===== config.mk =====
export PLATFORM = sky130hd
export DESIGN_NAME = alien_grid_manager
export DESIGN_NICKNAME = d
export VERILOG_FILES = /design/src/rtl/alien_grid_manager.sv
export SDC_FILE = /design/constraint.sdc
export NUM_CORES = 1
export LEC_CHECK = 0
export BUFFER_PORTS_ARGS = -buffer_cell sky130_fd_sc_hd__clkbuf_2
export CAP_MARGIN = 20
export CORE_MARGIN = 2
export CORE_UTILIZATION = 40
export CTS_CLUSTER_SIZE = 8
export DETAILED_ROUTE_END_ITERATION = 10
export PLACE_DENSITY = 0.68
export SYNTH_ARGS = -nofsm -noshare
export SYNTH_HDL_FRONTEND = slang
export SYNTH_SLANG_ARGS = --single-unit

===== constraint.sdc =====
create_clock -name Clk -period 37 [get_ports Clk]
set_input_delay 3.7 -clock Clk [delete_from_list [all_inputs] [get_ports Clk]]
set_output_delay 3.7 -clock Clk [all_outputs]
set_load 0.005 [all_outputs]

===== src/rtl/alien_grid_manager.sv =====
// Alive mask of the 5x10 alien formation; resolves player-bullet hits and clears the struck bit.
// Hit pulses two edges after Bullet_Valid is sampled; holds in WAIT_RELEASE until the bullet is gone.
module alien_grid_manager #(
  parameter int AlienWidth  = 30,
  parameter int AlienHeight = 20,
  parameter int ColPitch    = 40,
  parameter int RowPitch    = 30
) (
  input  logic        Clk,
  input  logic        Reset,
  input  logic        Wave_Start,
  input  logic [8:0]  AliensRow,
  input  logic [9:0]  AliensCol,
  input  logic        Bullet_Valid,
  input  logic [8:0]  BulletRow,
  input  logic [9:0]  BulletCol,
  output logic [49:0] Aliens_Grid,
  output logic        Bullet_Hit,
  output logic        Score_Inc,
  output logic [5:0]  Score_Points,
  output logic [2:0]  Hit_Row,
  output logic [3:0]  Hit_Col,
  output logic        All_Dead
);

  typedef enum logic [1:0] {IDLE, CAPTURE, CHECK, WAIT_RELEASE} state_t;

  localparam logic signed [10:0] ROW_P = 11'(RowPitch);
  localparam logic signed [10:0] COL_P = 11'(ColPitch);
  localparam logic signed [10:0] HGT   = 11'(AlienHeight);
  localparam logic signed [10:0] WID   = 11'(AlienWidth);

  state_t      state;
  logic [8:0]  brow_q, arow_q;
  logic [9:0]  bcol_q, acol_q;
  logic [2:0]  r_q;
  logic [3:0]  c_q;
  logic        hit_q;

  logic signed [10:0] dy, dx, oy, ox;
  logic [2:0]  r_n;
  logic [3:0]  c_n;
  logic        geo_hit;
  logic [5:0]  bit_idx;
  logic [5:0]  points;

  // Repeated subtraction gives quotient and remainder; one extra step lets r/c overflow past the grid.
  always_comb begin
    dy  = $signed({2'b00, brow_q}) - $signed({2'b00, arow_q});
    dx  = $signed({1'b0, bcol_q}) - $signed({1'b0, acol_q});
    oy  = dy;
    ox  = dx;
    r_n = '0;
    c_n = '0;
    for (int k = 0; k < 5; k++) begin
      if (oy >= ROW_P) begin
        oy  = oy - ROW_P;
        r_n = r_n + 3'd1;
      end
    end
    for (int k = 0; k < 10; k++) begin
      if (ox >= COL_P) begin
        ox  = ox - COL_P;
        c_n = c_n + 4'd1;
      end
    end
    geo_hit = !dy[10] && !dx[10] && (r_n <= 3'd4) && (c_n <= 4'd9) &&
              (oy < HGT) && (ox < WID);
  end

  assign bit_idx = 6'(r_q) * 6'd10 + 6'(c_q);
  assign points  = (r_q == 3'd0) ? 6'd30 : (r_q <= 3'd2) ? 6'd20 : 6'd10;

  always_ff @(posedge Clk or posedge Reset) begin
    if (Reset) begin
      state        <= IDLE;
      Aliens_Grid  <= '1;
      Bullet_Hit   <= 1'b0;
      Score_Inc    <= 1'b0;
      Score_Points <= '0;
      Hit_Row      <= '0;
      Hit_Col      <= '0;
      All_Dead     <= 1'b0;
      brow_q       <= '0;
      arow_q       <= '0;
      bcol_q       <= '0;
      acol_q       <= '0;
      r_q          <= '0;
      c_q          <= '0;
      hit_q        <= 1'b0;
    end else begin
      Bullet_Hit <= 1'b0;
      Score_Inc  <= 1'b0;
      All_Dead   <= (Aliens_Grid == '0);
      if (Wave_Start) begin
        Aliens_Grid <= '1;
        state       <= IDLE;
      end else begin
        case (state)
          IDLE: begin
            if (Bullet_Valid) begin
              brow_q <= BulletRow;
              bcol_q <= BulletCol;
              arow_q <= AliensRow;
              acol_q <= AliensCol;
              state  <= CAPTURE;
            end
          end
          CAPTURE: begin
            r_q   <= r_n;
            c_q   <= c_n;
            hit_q <= geo_hit;
            state <= CHECK;
          end
          CHECK: begin
            if (hit_q && Aliens_Grid[bit_idx]) begin
              Aliens_Grid[bit_idx] <= 1'b0;
              Bullet_Hit           <= 1'b1;
              Score_Inc            <= 1'b1;
              Hit_Row              <= r_q;
              Hit_Col              <= c_q;
              Score_Points         <= points;
              state                <= WAIT_RELEASE;
            end else begin
              state <= IDLE;
            end
          end
          WAIT_RELEASE: begin
            if (!Bullet_Valid) state <= IDLE;
          end
          default: state <= IDLE;
        endcase
      end
    end
  end

endmodule


Word-level counts from Yosys, hierarchy flattened
Cells that the tools add are included.
Operators by class
  $add $sub $neg: 31
  multiply operators: 1
  divide/modulo/power cells: 0
  magnitude comparators: 22
  equal/unequal tests: 5
  shift operators: 0
  muxes and demuxes: 47
  bitwise logic cells: 3
  reductions and logical operators: 19
Operators by type and width (count)
  $mux 11: 15
  $mux 50: 3
  $ge 11x7->1 const B: 10
  $sub 11x7->11 const B: 10
  $and 50x50->50: 1
  $logic_not 50->1: 1
  $not 50->50: 1
  $ge 11x6->1 const B: 4
  $sub 11x6->11 const B: 4
  $add 4x1->4 const B: 9
  $mux 4: 9
  $lt 11x6->1 const B: 2
  $add 3x1->3 const B: 4
  $mux 3: 4
  $sub 10x10->11: 1
  $sub 10x6->11 const B: 1
  $ge 10x6->1 const B: 1
  $mux 5: 2
  $sub 9x9->10: 1
  $mux 2: 4
  $pmux 2 s4: 1
  $logic_and 1x1->1: 7
  $lt 6x7->1 const B: 1
  $mux 1: 7
  other kinds (18): 25
Storage, ports and cells
  bits in registers: 113
  bits in latches: 0
  bits in writable memories: 0
  bits in read-only memories: 0
  bits of input ports: 42
  output and inout port bits: 66
  logic and storage cells: 142
  memories kept: 0

Depth between registers and ports, before layout
Gate-level depths: netlist of run 1.
  depth after elaboration: 25
  gate-level depth with buffers: 83
  mapped depth without buffers: 77

Least setup slack after synthesis of run 1
No wires, ideal clock.
  kind: register -> register
  start point: register bcol_q[0]
  end point: register hit_q
  setup time: 76 ps
  arrival: 14989 ps
  required time: 36924 ps
  setup slack: 21935 ps
  stages on the path, launching flop included: 74
  buffers on the path: 6
  clock period less this slack: 15065 ps
  path through: dfrtp_1 > inv_1 > ha_1 > inv_1 > fa_1 > a21o_1 > a21oi_1 > xor2_1 > ha_1 > buf_1 > a21bo_2 > nand3_1 > a31oi_4 > clkinv_2 > nor2_1 > nor2_1 > ha_1 > nand2_1 > [38 not listed] > a21oi_1 > o221ai_1 > and2_1 > clkbuf_1 > mux2_2 > ha_1 > nand2_1 > nand2_1 > a21oi_2 > nor2_1 > nor2_1 > ha_1 > o221ai_2 > a2111oi_2 > nor2_2 > o21ai_0 > o211ai_1 > o21ai_1
On the way
  cells in the longest elaborated chain, start to end: 25
  elaborated cells between the ends (all ways): 58
  classes of those cells: 20 x add/sub; 12 x order compare; 20 x mux; 6 x reduce/logical
RTL lines
  from (decl): line 35  | logic [9:0] bcol_q, acol_q;
  from (signal assigned): line 103  | bcol_q <= BulletCol;
  $sub 10x10->11 *: line 50  | dx = $signed({1'b0, bcol_q}) - $signed({1'b0, acol_q});
  parallel branches: the longest is 23 deep, another holds $sub 11x7->11
  $logic_and 1x1->1 *: line 68  | (oy < HGT) && (ox < WID);
  to (signal assigned): line 112  | hit_q <= geo_hit;
  to (decl): line 38  | logic hit_q;
Every way passes the cells marked *.
A chain may end at the register's enable or synchronous reset.

Worst setup path after layout of run 1
Same ends and word-level chain as after synthesis.

==> impl_metrics.env, run 1 <==
export IMPL_antenna_found_initial=4
export IMPL_netlist_top_cells_area="dfrtp_1 (12%), dfstp_2 (11%), ha_1 (6.4%), mux2_2 (4.5%), o22a_1 (4.1%)"
export IMPL_synthArstFlopShare_pct=100
export IMPL_clk_latency_ns=0.37
export IMPL_rows=63
export IMPL_rr_startpoint="bcol_q[0]$_DFFE_PP0P_"
export IMPL_cts_buffers_inserted=9
export IMPL_postRouteAntennaNets=0
export IMPL_crit_top_cell="ha_1"
export IMPL_min_to="Hit_Row[0]$_DFFE_PP0P_"
export IMPL_max_stage_delay_ns=0.77
export IMPL_slew_violations=0
export IMPL_outcome="completed"
export IMPL_post_drt_wl_per_cell_um=16.6
export IMPL_rrSetupSlack_ns=19.95
export IMPL_drt_drc_violations_left=0
export IMPL_post_route_min_period_ns=17.05
export IMPL_hold_depth=1
export IMPL_clockBufferDepth=2
export IMPL_multiInputGateArea_mm2=0.00857
export IMPL_syn_avg_cell_area_um2=8.32
export IMPL_layout_nets=1598
export IMPL_numClockSinks=109
export IMPL_io_buffers=105
export IMPL_setup_worst_path_class="reg -> reg"
export IMPL_ys_warn_count=0
export IMPL_clk_pin_slew_worst_paths_ns=0.07
export IMPL_ys_seq_elements=109
export IMPL_final_setup_viol_count=0
export IMPL_crit_path_end_kind="register"
export IMPL_postCtsSetupBuffers=0
export IMPL_seq_area_mm2=0.00279
export IMPL_synth_edff_count=0
export IMPL_htreeDepth=3
export IMPL_fin_area_mm2=0.0130
export IMPL_die_w_um=176
export IMPL_holdCritPathClass="reg -> reg"
export IMPL_grt_start_max_net_pins=72
export IMPL_ys_types=121
export IMPL_yosysSeqAreaShare_pct=23.5
export IMPL_reg2reg_depth=67
export IMPL_grt_pass1_wl_um=52400
export IMPL_nFillCells=2891
export IMPL_gp_congestion=0.919
export IMPL_drive_above_1_share_pct=20.4
export IMPL_area_growth_pct=9.48
export IMPL_finalSetupTns_ns=0
export IMPL_dp_hpwl_um=24000
export IMPL_dr_pass1_iters=5
export IMPL_synth_most_common_cell="nand2_1"
export IMPL_die_h_um=176
export IMPL_overflow=0
export IMPL_slowest_stage="a21oi_1"
export IMPL_netlist_instances=1428
export IMPL_skew_ns=0.00928
export IMPL_first_iter_violations=827
export IMPL_grt_use_total_pct=20.1
export IMPL_dieArea_mm2=0.0311
export IMPL_finalHoldViolCount=0
export IMPL_synth_common_cells="nand2_1 (129), nor2_1 (104), o21ai_0 (75)"
export IMPL_period_share_pct=46.1
export IMPL_routed_wl_um=31500
export IMPL_placed_area_mm2=0.0127
export IMPL_whs_ns=0.512
export IMPL_start_kind="register"
export IMPL_cts_resized=0
export IMPL_synth_top_area_share_pct=12.4
export IMPL_via_per_inst=6.09
export IMPL_synthFlopType="dfrtp_1"
export IMPL_cp_required_ns=37.30
export IMPL_ctsHoldBuffers=0
export IMPL_start_util_pct=40.4
export IMPL_max_freq_mhz=58.7
export IMPL_r2r_end="hit_q$_DFFE_PP0P_"
export IMPL_grt_setup_unrepaired="false"
export IMPL_vias=11513
export IMPL_slew_headroom_pct=30.6
export IMPL_cts_tree="built"
export IMPL_hp_start="Hit_Row[0]$_DFFE_PP0P_"
export IMPL_synth_top_area_cell="dfrtp_1"
export IMPL_maxCapViolCount=0
export IMPL_netlist_area_mm2=0.0119
export IMPL_crit_arrival_ns=17.34
export IMPL_core_area_mm2=0.0294
export IMPL_io_pins=108
export IMPL_worst_slew_pin_slew_ns=1.04
export IMPL_cp_max_fo=12
export IMPL_grt_pass1_vias=10796
export IMPL_root_buffer="clkbuf_16"
[sequential cells by signal, indices dropped and copies added (netlist names), 2 cells and up]
name          count
bcol_q           10
arow_q            9
Aliens_Grid      50
acol_q           10
c_q               4
r_q               3
Hit_Col           4
brow_q            9
state             2
Score_Points      2
Hit_Row           3
[cells by family after synthesis]
family,count (synthesis),share of synthesized area (%)
XOR/XNOR,75,5.59
AO/OA/AOI/OAI,505,32.7
multiplexers,69,6.46
adder cells (fa/ha/maj),64,6.93
other,1,0.0316
flip-flops,109,23.5
buffers and inverters,131,4.48
AND/OR/NAND/NOR,474,20.3
[per-layer routing]
layer	part of all wire [%]	wire (µm)	global-route usage, %
met5	0	0	0
met4	2.4	748	7.68
met3	3.9	1240	1.74
met2	47	14800	33.6
met1	47	14700	26.8
[layout make-up]
class,count,area share [%]
well taps,390,3.75
repair buffers,111,4.39
multi-input cells,1189,65.9
inverters,72,2.11
clock inverters,7,0.606
diodes,4,0.0770
flip-flops and latches,109,21.5
clock buffers,9,1.73
[layout by cell type, fill, tap and decap left out, types with 18 or more instances in the layout]
master    Yosys  routed
nand2_1     129     129
o22ai_1      29      29
dfstp_2      50      50
ha_1         61      61
nor3_1       28      28
clkbuf_2      0     105
mux2_2       47      47
a31oi_1      20      20
o22a_1       56      56
xnor2_1      56      56
xor2_1       18      18
nor2_1      104     104
inv_1        69      68
o21ai_0      75      75
a21o_1       21      21
nand3_1      37      37
and2_1       19      19
dfrtp_1      59      59
a21oi_1      69      69
nor4_1       30      29
[how the worst max path moves through the flow]
stage	endpoint	cells after the start	slack [ns]	start
2_1_floorplan	hit_q$_DFFE_PP0P_	73	21.93	bcol_q[0]$_DFFE_PP0P_
3_3_place_gp	hit_q$_DFFE_PP0P_	67	20.74	bcol_q[0]$_DFFE_PP0P_
3_5_place_dp	hit_q$_DFFE_PP0P_	66	20.11	bcol_q[0]$_DFFE_PP0P_
4_1_cts	hit_q$_DFFE_PP0P_	67	20.04	bcol_q[0]$_DFFE_PP0P_
5_1_grt	hit_q$_DFFE_PP0P_	67	18.45	bcol_q[0]$_DFFE_PP0P_
6_report	hit_q$_DFFE_PP0P_	67	19.95	bcol_q[0]$_DFFE_PP0P_
[metrics by stage]
| stage | setup WS (ns) | cells | utilization [%] |
|---|---|---|---|
| final | 19.95 | 1891 | 44.2 |
| after global routing | 18.45 | 1891 | 44.2 |
| after CTS | 20.04 | 1887 | 44.2 |
| after detailed placement | 20.11 | 1871 | 43.2 |
| after global placement | 20.74 | 1871 | 43.2 |
| after floorplan | 21.93 | 1429 | - |
[worst max-delay path: cells and delay by family (launching register included)]
family,cells,cell delay (ns)
compound gates,26,7.61
xor+xnor,3,0.91
fa+ha+maj,12,3.33
buf+inv,6,0.64
flops,1,0.37
mux,4,1.68
simple gates,16,2.43
Power of run 1 is left out: the tool's default activity adds up to more than one toggle a clock period on the data nets, which glitch-free logic cannot reach.
==> run 2, diff against run 1 <==
--- a/config.mk
+++ b/config.mk
@@ -5,13 +5,14 @@
 export SDC_FILE = /design/constraint.sdc
 export NUM_CORES = 1
 export LEC_CHECK = 0
+export ABC_AREA = 1
 export BUFFER_PORTS_ARGS = -buffer_cell sky130_fd_sc_hd__clkbuf_2
 export CAP_MARGIN = 20
 export CORE_MARGIN = 2
 export CORE_UTILIZATION = 40
 export CTS_CLUSTER_SIZE = 8
 export DETAILED_ROUTE_END_ITERATION = 10
-export PLACE_DENSITY = 0.68
+export PLACE_DENSITY = 0.69
 export SYNTH_ARGS = -nofsm -noshare
 export SYNTH_HDL_FRONTEND = slang
 export SYNTH_SLANG_ARGS = --single-unit
==> constraint.sdc (replaced) <==
create_clock -name Clk -period 16 [get_ports Clk]
set_input_delay 1.6 -clock Clk [delete_from_list [all_inputs] [get_ports Clk]]
set_output_delay 1.6 -clock Clk [all_outputs]
set_load 0.005 [all_outputs]
==> impl_metrics.env, run 2 <==
export IMPL_synthArstFlopShare_pct=100
export IMPL_outcome="completed"
export IMPL_cts_buffers_inserted=9
export IMPL_period_share_pct=78.8
export IMPL_area_growth_pct=10.8
export IMPL_maxCapViolCount=0
export IMPL_reg2reg_depth=99
export IMPL_core_area_mm2=0.0276
export IMPL_root_buffer="clkbuf_16"
export IMPL_grt_use_total_pct=18.9
export IMPL_layout_common_cells="nand2_1 (351), inv_1 (219), nand3_1 (142), nor2_1 (131), clkbuf_2 (105)"
export IMPL_clk_pin_slew_worst_paths_ns=0.08
export IMPL_io_buffers=105
export IMPL_synth_top_area_share_pct=13.3
export IMPL_start_util_pct=40.3
export IMPL_holdCritPathClass="reg -> reg"
export IMPL_final_setup_viol_count=0
export IMPL_nFillCells=2854
export IMPL_top_regs="Aliens_Grid x50, acol_q x10, bcol_q x10"
export IMPL_grt_start_max_net_pins=72
export IMPL_dp_hpwl_um=21500
export IMPL_crit_arrival_ns=12.86
export IMPL_post_route_min_period_ns=12.60
export IMPL_htreeDepth=3
export IMPL_syn_avg_cell_area_um2=7.03
export IMPL_ctsHoldBuffers=0
export IMPL_netlist_instances=1584
export IMPL_netlist_area_mm2=0.0111
export IMPL_vias=10556
export IMPL_drt_drc_violations_left=0
export IMPL_cts_tree="built"
export IMPL_synth_top_area_cell="dfrtp_1"
export IMPL_dieArea_mm2=0.0292
export IMPL_min_to="Hit_Row[0]$_DFFE_PP0P_"
export IMPL_cp_max_fo=12
export IMPL_max_stage_delay_ns=0.82
export IMPL_via_per_inst=5.12
export IMPL_slew_violations=0
export IMPL_crit_top_cell="nand2_1"
export IMPL_dr_pass1_iters=7
export IMPL_gp_congestion=0.913
export IMPL_synth_common_cells="nand2_1 (352), inv_1 (220), nand3_1 (142)"
export IMPL_overflow=0
export IMPL_routed_wl_um=27100
export IMPL_layout_commonest_cell="nand2_1"
export IMPL_crit_path_end_kind="register"
export IMPL_skew_ns=0.00956
export IMPL_largest_reg_flops=50
export IMPL_rrSetupSlack_ns=3.40
export IMPL_numClockSinks=109
export IMPL_clk_latency_ns=0.36
export IMPL_slowest_stage="a21oi_1"
export IMPL_layout_nets=1786
export IMPL_synth_most_common_cell="nand2_1"
export IMPL_grt_pass1_vias=9943
export IMPL_hold_depth=2
export IMPL_grt_setup_unrepaired="false"
export IMPL_drive_above_1_share_pct=23.7
export IMPL_setup_worst_path_class="reg -> reg"
export IMPL_synthFlopType="dfrtp_1"
export IMPL_rr_startpoint="bcol_q[0]$_DFFE_PP0P_"
export IMPL_cp_num_buf_inv=17
export IMPL_antenna_found_initial=0
export IMPL_hp_start="Hit_Row[0]$_DFFE_PP0P_"
export IMPL_start_kind="register"
export IMPL_synth_edff_count=0
export IMPL_yosysSeqAreaShare_pct=25.1
export IMPL_finalHoldViolCount=0
export IMPL_clockBufferDepth=2
export IMPL_die_h_um=171
export IMPL_cts_resized=0
export IMPL_die_w_um=171
export IMPL_cp_required_ns=16.26
export IMPL_max_freq_mhz=79.4
export IMPL_top_register="Aliens_Grid"
export IMPL_ys_types=65
export IMPL_postCtsSetupBuffers=0
export IMPL_r2r_end="hit_q$_DFFE_PP0P_"
export IMPL_postRouteAntennaNets=0
export IMPL_ys_seq_elements=109
export IMPL_finalSetupTns_ns=0
export IMPL_grt_pass1_wl_um=46500
export IMPL_first_iter_violations=802
export IMPL_critPathTopFamily="simple AND/OR/NAND/NOR gates"
export IMPL_diodes=0
export IMPL_netlist_top_cells_area="dfrtp_1 (13%), nand2_1 (12%), dfstp_2 (12%), inv_1 (7.4%), ha_1 (6.9%)"
export IMPL_slew_headroom_pct=31.1
export IMPL_worst_slew_pin_slew_ns=1.03
export IMPL_post_drt_wl_per_cell_um=13.2
export IMPL_rows=61
export IMPL_io_pins=108
export IMPL_ys_warn_count=0
-- run 2: cell families after synthesis --
| kind of cell | after synthesis | share of synthesized area [%] |
|---|---|---|
| compound gates | 187 | 11.1 |
| xor+xnor | 66 | 5.19 |
| flops | 109 | 25.1 |
| fa+ha+maj | 64 | 7.40 |
| mux | 19 | 1.92 |
| simple gates | 849 | 38.9 |
| buf+inv | 289 | 10.5 |
| other cells | 1 | 0.0337 |
-- run 2: worst register-to-register path: cells and delay by family, from the launching register on --
family / cells / cell delay, ns
AO/OA/AOI/OAI: 4 / 1.51
adder cells (fa/ha/maj): 11 / 2.37
buffers and inverters: 17 / 1.24
XOR/XNOR: 1 / 0.32
AND/OR/NAND/NOR: 66 / 6.75
flip-flops: 1 / 0.36
-- run 2: layer usage --
layer,vias up,GRT usage [%],share of wire (%)
met5,-,0,0
met4,0,3.65,1.2
met3,30,2.27,5.2
met2,305,32.3,47
met1,4863,26.0,47
li1,5358,-,-
-- run 2: worst max path at each step --
stage | to | depth (start not counted) | start
after global routing | hit_q$_DFFE_PP0P_ | 101 | bcol_q[0]$_DFFE_PP0P_
final | hit_q$_DFFE_PP0P_ | 99 | bcol_q[0]$_DFFE_PP0P_
after detailed placement | hit_q$_DFFE_PP0P_ | 101 | bcol_q[0]$_DFFE_PP0P_
after CTS | hit_q$_DFFE_PP0P_ | 101 | bcol_q[0]$_DFFE_PP0P_
after floorplan | hit_q$_DFFE_PP0P_ | 108 | bcol_q[0]$_DFFE_PP0P_
after global placement | hit_q$_DFFE_PP0P_ | 99 | bcol_q[0]$_DFFE_PP0P_
-- run 2: cell type report --
type | instances | area [µm²] | share of cell area, %
clock buffers | 9 | 225 | 1.83
inverters | 263 | 1020 | 8.29
flip-flops and latches | 109 | 2790 | 22.6
repair buffers | 110 | 563 | 4.56
multi-input cells | 1187 | 7190 | 58.2
clock inverters | 7 | 77.6 | 0.629
well taps | 378 | 473 | 3.83
-- run 2: through the flow --
stage	setup WS [ns]	hold slack, ns	instance area (µm²)	instances	utilization (%)
global route	1.94	0.513	12300	2063	44.7
floorplan	5.04	0.449	11100	1585	-
detailed placement	3.51	0.476	12000	2047	43.6
finish	3.40	0.495	12300	2063	44.7
global placement	3.96	0.468	12000	2047	43.6
CTS	3.44	0.495	12300	2063	44.7
Power of run 2 is left out for the same reason.
==> run 3, diff against run 2 <==
==> constraint.sdc (replaced) <==
create_clock -name Clk -period 11.8 [get_ports Clk]
set_input_delay 1.18 -clock Clk [delete_from_list [all_inputs] [get_ports Clk]]
set_output_delay 1.18 -clock Clk [all_outputs]
set_load 0.005 [all_outputs]
==> impl_metrics.env, run 3 (synthesized netlist as in run 2, its figures left out) <==
export IMPL_crit_path_end_kind="register"
export IMPL_ctsHoldBuffers=0
export IMPL_die_w_um=171
export IMPL_post_route_min_period_ns=11.11
export IMPL_nFillCells=2762
export IMPL_clockBufferDepth=2
export IMPL_cp_required_ns=12.06
export IMPL_io_pins=108
export IMPL_finalHoldViolCount=0
export IMPL_setup_worst_path_class="reg -> reg"
export IMPL_gp_congestion=0.889
export IMPL_routed_wl_um=28000
export IMPL_diodes=0
export IMPL_first_iter_violations=856
export IMPL_dieArea_mm2=0.0292
export IMPL_grt_start_max_net_pins=73
export IMPL_reg2reg_depth=107
export IMPL_drive_above_1_share_pct=29.3
export IMPL_slew_headroom_pct=38.6
export IMPL_use_met3_pct=2.41
export IMPL_crit_top_cell="nand2_2"
export IMPL_cts_tree="built"
export IMPL_cp_max_fo=7
export IMPL_dr_pass1_iters=6
export IMPL_multiInputGateArea_mm2=0.00741
export IMPL_outcome="completed"
export IMPL_skew_ns=0.0119
export IMPL_r2r_end="hit_q$_DFFE_PP0P_"
export IMPL_layout_common_cells="nand2_1 (332), inv_1 (208), nand3_1 (135), nor2_1 (125), clkbuf_2 (105)"
export IMPL_vias=10730
export IMPL_rows=61
export IMPL_fin_area_mm2=0.0130
export IMPL_seq_area_mm2=0.00279
export IMPL_largest_reg_flops=50
export IMPL_worst_slew_pin_slew_ns=0.915
export IMPL_clk_pin_slew_worst_paths_ns=0.08
export IMPL_slew_violations=0
export IMPL_layout_nets=1838
export IMPL_grt_use_met2_pct=31.5
export IMPL_htreeDepth=3
export IMPL_post_drt_wl_per_cell_um=13.2
export IMPL_grt_pass1_vias=9737
export IMPL_die_h_um=171
export IMPL_postRouteAntennaNets=0
export IMPL_top_regs="Aliens_Grid x50, acol_q x10, bcol_q x10"
export IMPL_dp_hpwl_um=21300
export IMPL_max_freq_mhz=90.0
export IMPL_rrSetupSlack_ns=0.69
export IMPL_top_register="Aliens_Grid"
export IMPL_antenna_found_initial=0
export IMPL_root_buffer="clkbuf_16"
export IMPL_cts_buffers_inserted=9
export IMPL_start_kind="register"
export IMPL_maxCapViolCount=0
export IMPL_start_util_pct=40.3
export IMPL_use_met1_pct=25.0
export IMPL_overflow=0
export IMPL_placed_area_mm2=0.0121
export IMPL_drt_drc_violations_left=0
export IMPL_rr_startpoint="bcol_q[0]$_DFFE_PP0P_"
export IMPL_via_per_inst=5.07
export IMPL_io_buffers=105
export IMPL_gr_max_usage_layer="met2"
export IMPL_numClockSinks=109
export IMPL_critPathLaunch="bcol_q[0]$_DFFE_PP0P_"
export IMPL_clk_latency_ns=0.36
export IMPL_max_stage_delay_ns=0.38
export IMPL_period_share_pct=94.2
export IMPL_crit_arrival_ns=11.37
export IMPL_core_area_mm2=0.0276
export IMPL_area_growth_pct=16.4
export IMPL_slowest_stage="dfrtp_1"
export IMPL_grt_pass1_wl_um=45200
export IMPL_grt_use_total_pct=18.4
export IMPL_layout_commonest_cell="nand2_1"
export IMPL_hold_depth=2
export IMPL_holdCritPathClass="reg -> reg"
export IMPL_final_setup_viol_count=0
export IMPL_crit_end="hit_q$_DFFE_PP0P_"
-- run 3: repair_timing --
item	CTS	global route
resized for setup	12	58
endpoints found under the setup margin	5	5
buffers inserted	7	39
hold endpoints to repair	0	0
pin swaps	5	38
-- run 3: cell type report --
type	count	area share, %
well taps	378	3.65
clock inverters	7	0.599
inverters	263	7.93
clock buffers	9	1.74
flip-flops and latches	109	21.5
repair buffers	162	7.36
multi-input cells	1187	57.2
-- run 3: critical path, delay by kind of cell, from the launching register on --
family | cells | cell delay [ns]
adder cells (fa/ha/maj) | 11 | 2.20
XOR/XNOR | 1 | 0.19
AND/OR/NAND/NOR | 68 | 6.00
AO/OA/AOI/OAI | 3 | 0.39
flip-flops | 1 | 0.38
buffers and inverters | 24 | 1.85
-- run 3: through the flow --
step | util [%] | instances | setup TNS [ns] | setup slack, ns | hold slack [ns]
CTS | 45.2 | 2076 | 0 | 0.0216 | 0.490
global placement | 43.7 | 2053 | 0 | 0.201 | 0.465
detailed placement | 43.7 | 2053 | -0.690 | -0.330 | 0.470
floorplan | - | 1585 | 0 | 0.838 | 0.449
global route | 46.9 | 2115 | -0.327 | -0.221 | 0.513
finish | 46.9 | 2115 | 0 | 0.688 | 0.483
-- run 3: worst min-delay path by stage --
| stage | startpoint | to | slack [ns] |
|---|---|---|---|
| floorplan | hit_q$_DFFE_PP0P_ | hit_q$_DFFE_PP0P_ | 0.45 |
| global placement | Hit_Row[2]$_DFFE_PP0P_ | Hit_Row[2]$_DFFE_PP0P_ | 0.46 |
| detailed placement | Hit_Row[0]$_DFFE_PP0P_ | Hit_Row[0]$_DFFE_PP0P_ | 0.47 |
| CTS | Hit_Row[2]$_DFFE_PP0P_ | Hit_Row[2]$_DFFE_PP0P_ | 0.49 |
| global route | Aliens_Grid[40]$_DFFE_PP1P_ | Aliens_Grid[40]$_DFFE_PP1P_ | 0.51 |
| finish | Hit_Row[0]$_DFFE_PP0P_ | Hit_Row[0]$_DFFE_PP0P_ | 0.48 |
-- run 3: layer usage --
layer  part of all wire [%]  vias to the layer above
met4                    1.2                        0
met5                      0                        -
met1                     47                     4934
met2                     47                      299
met3                    4.3                       39
li1                       -                     5458
Power of run 3 is left out for the same reason.
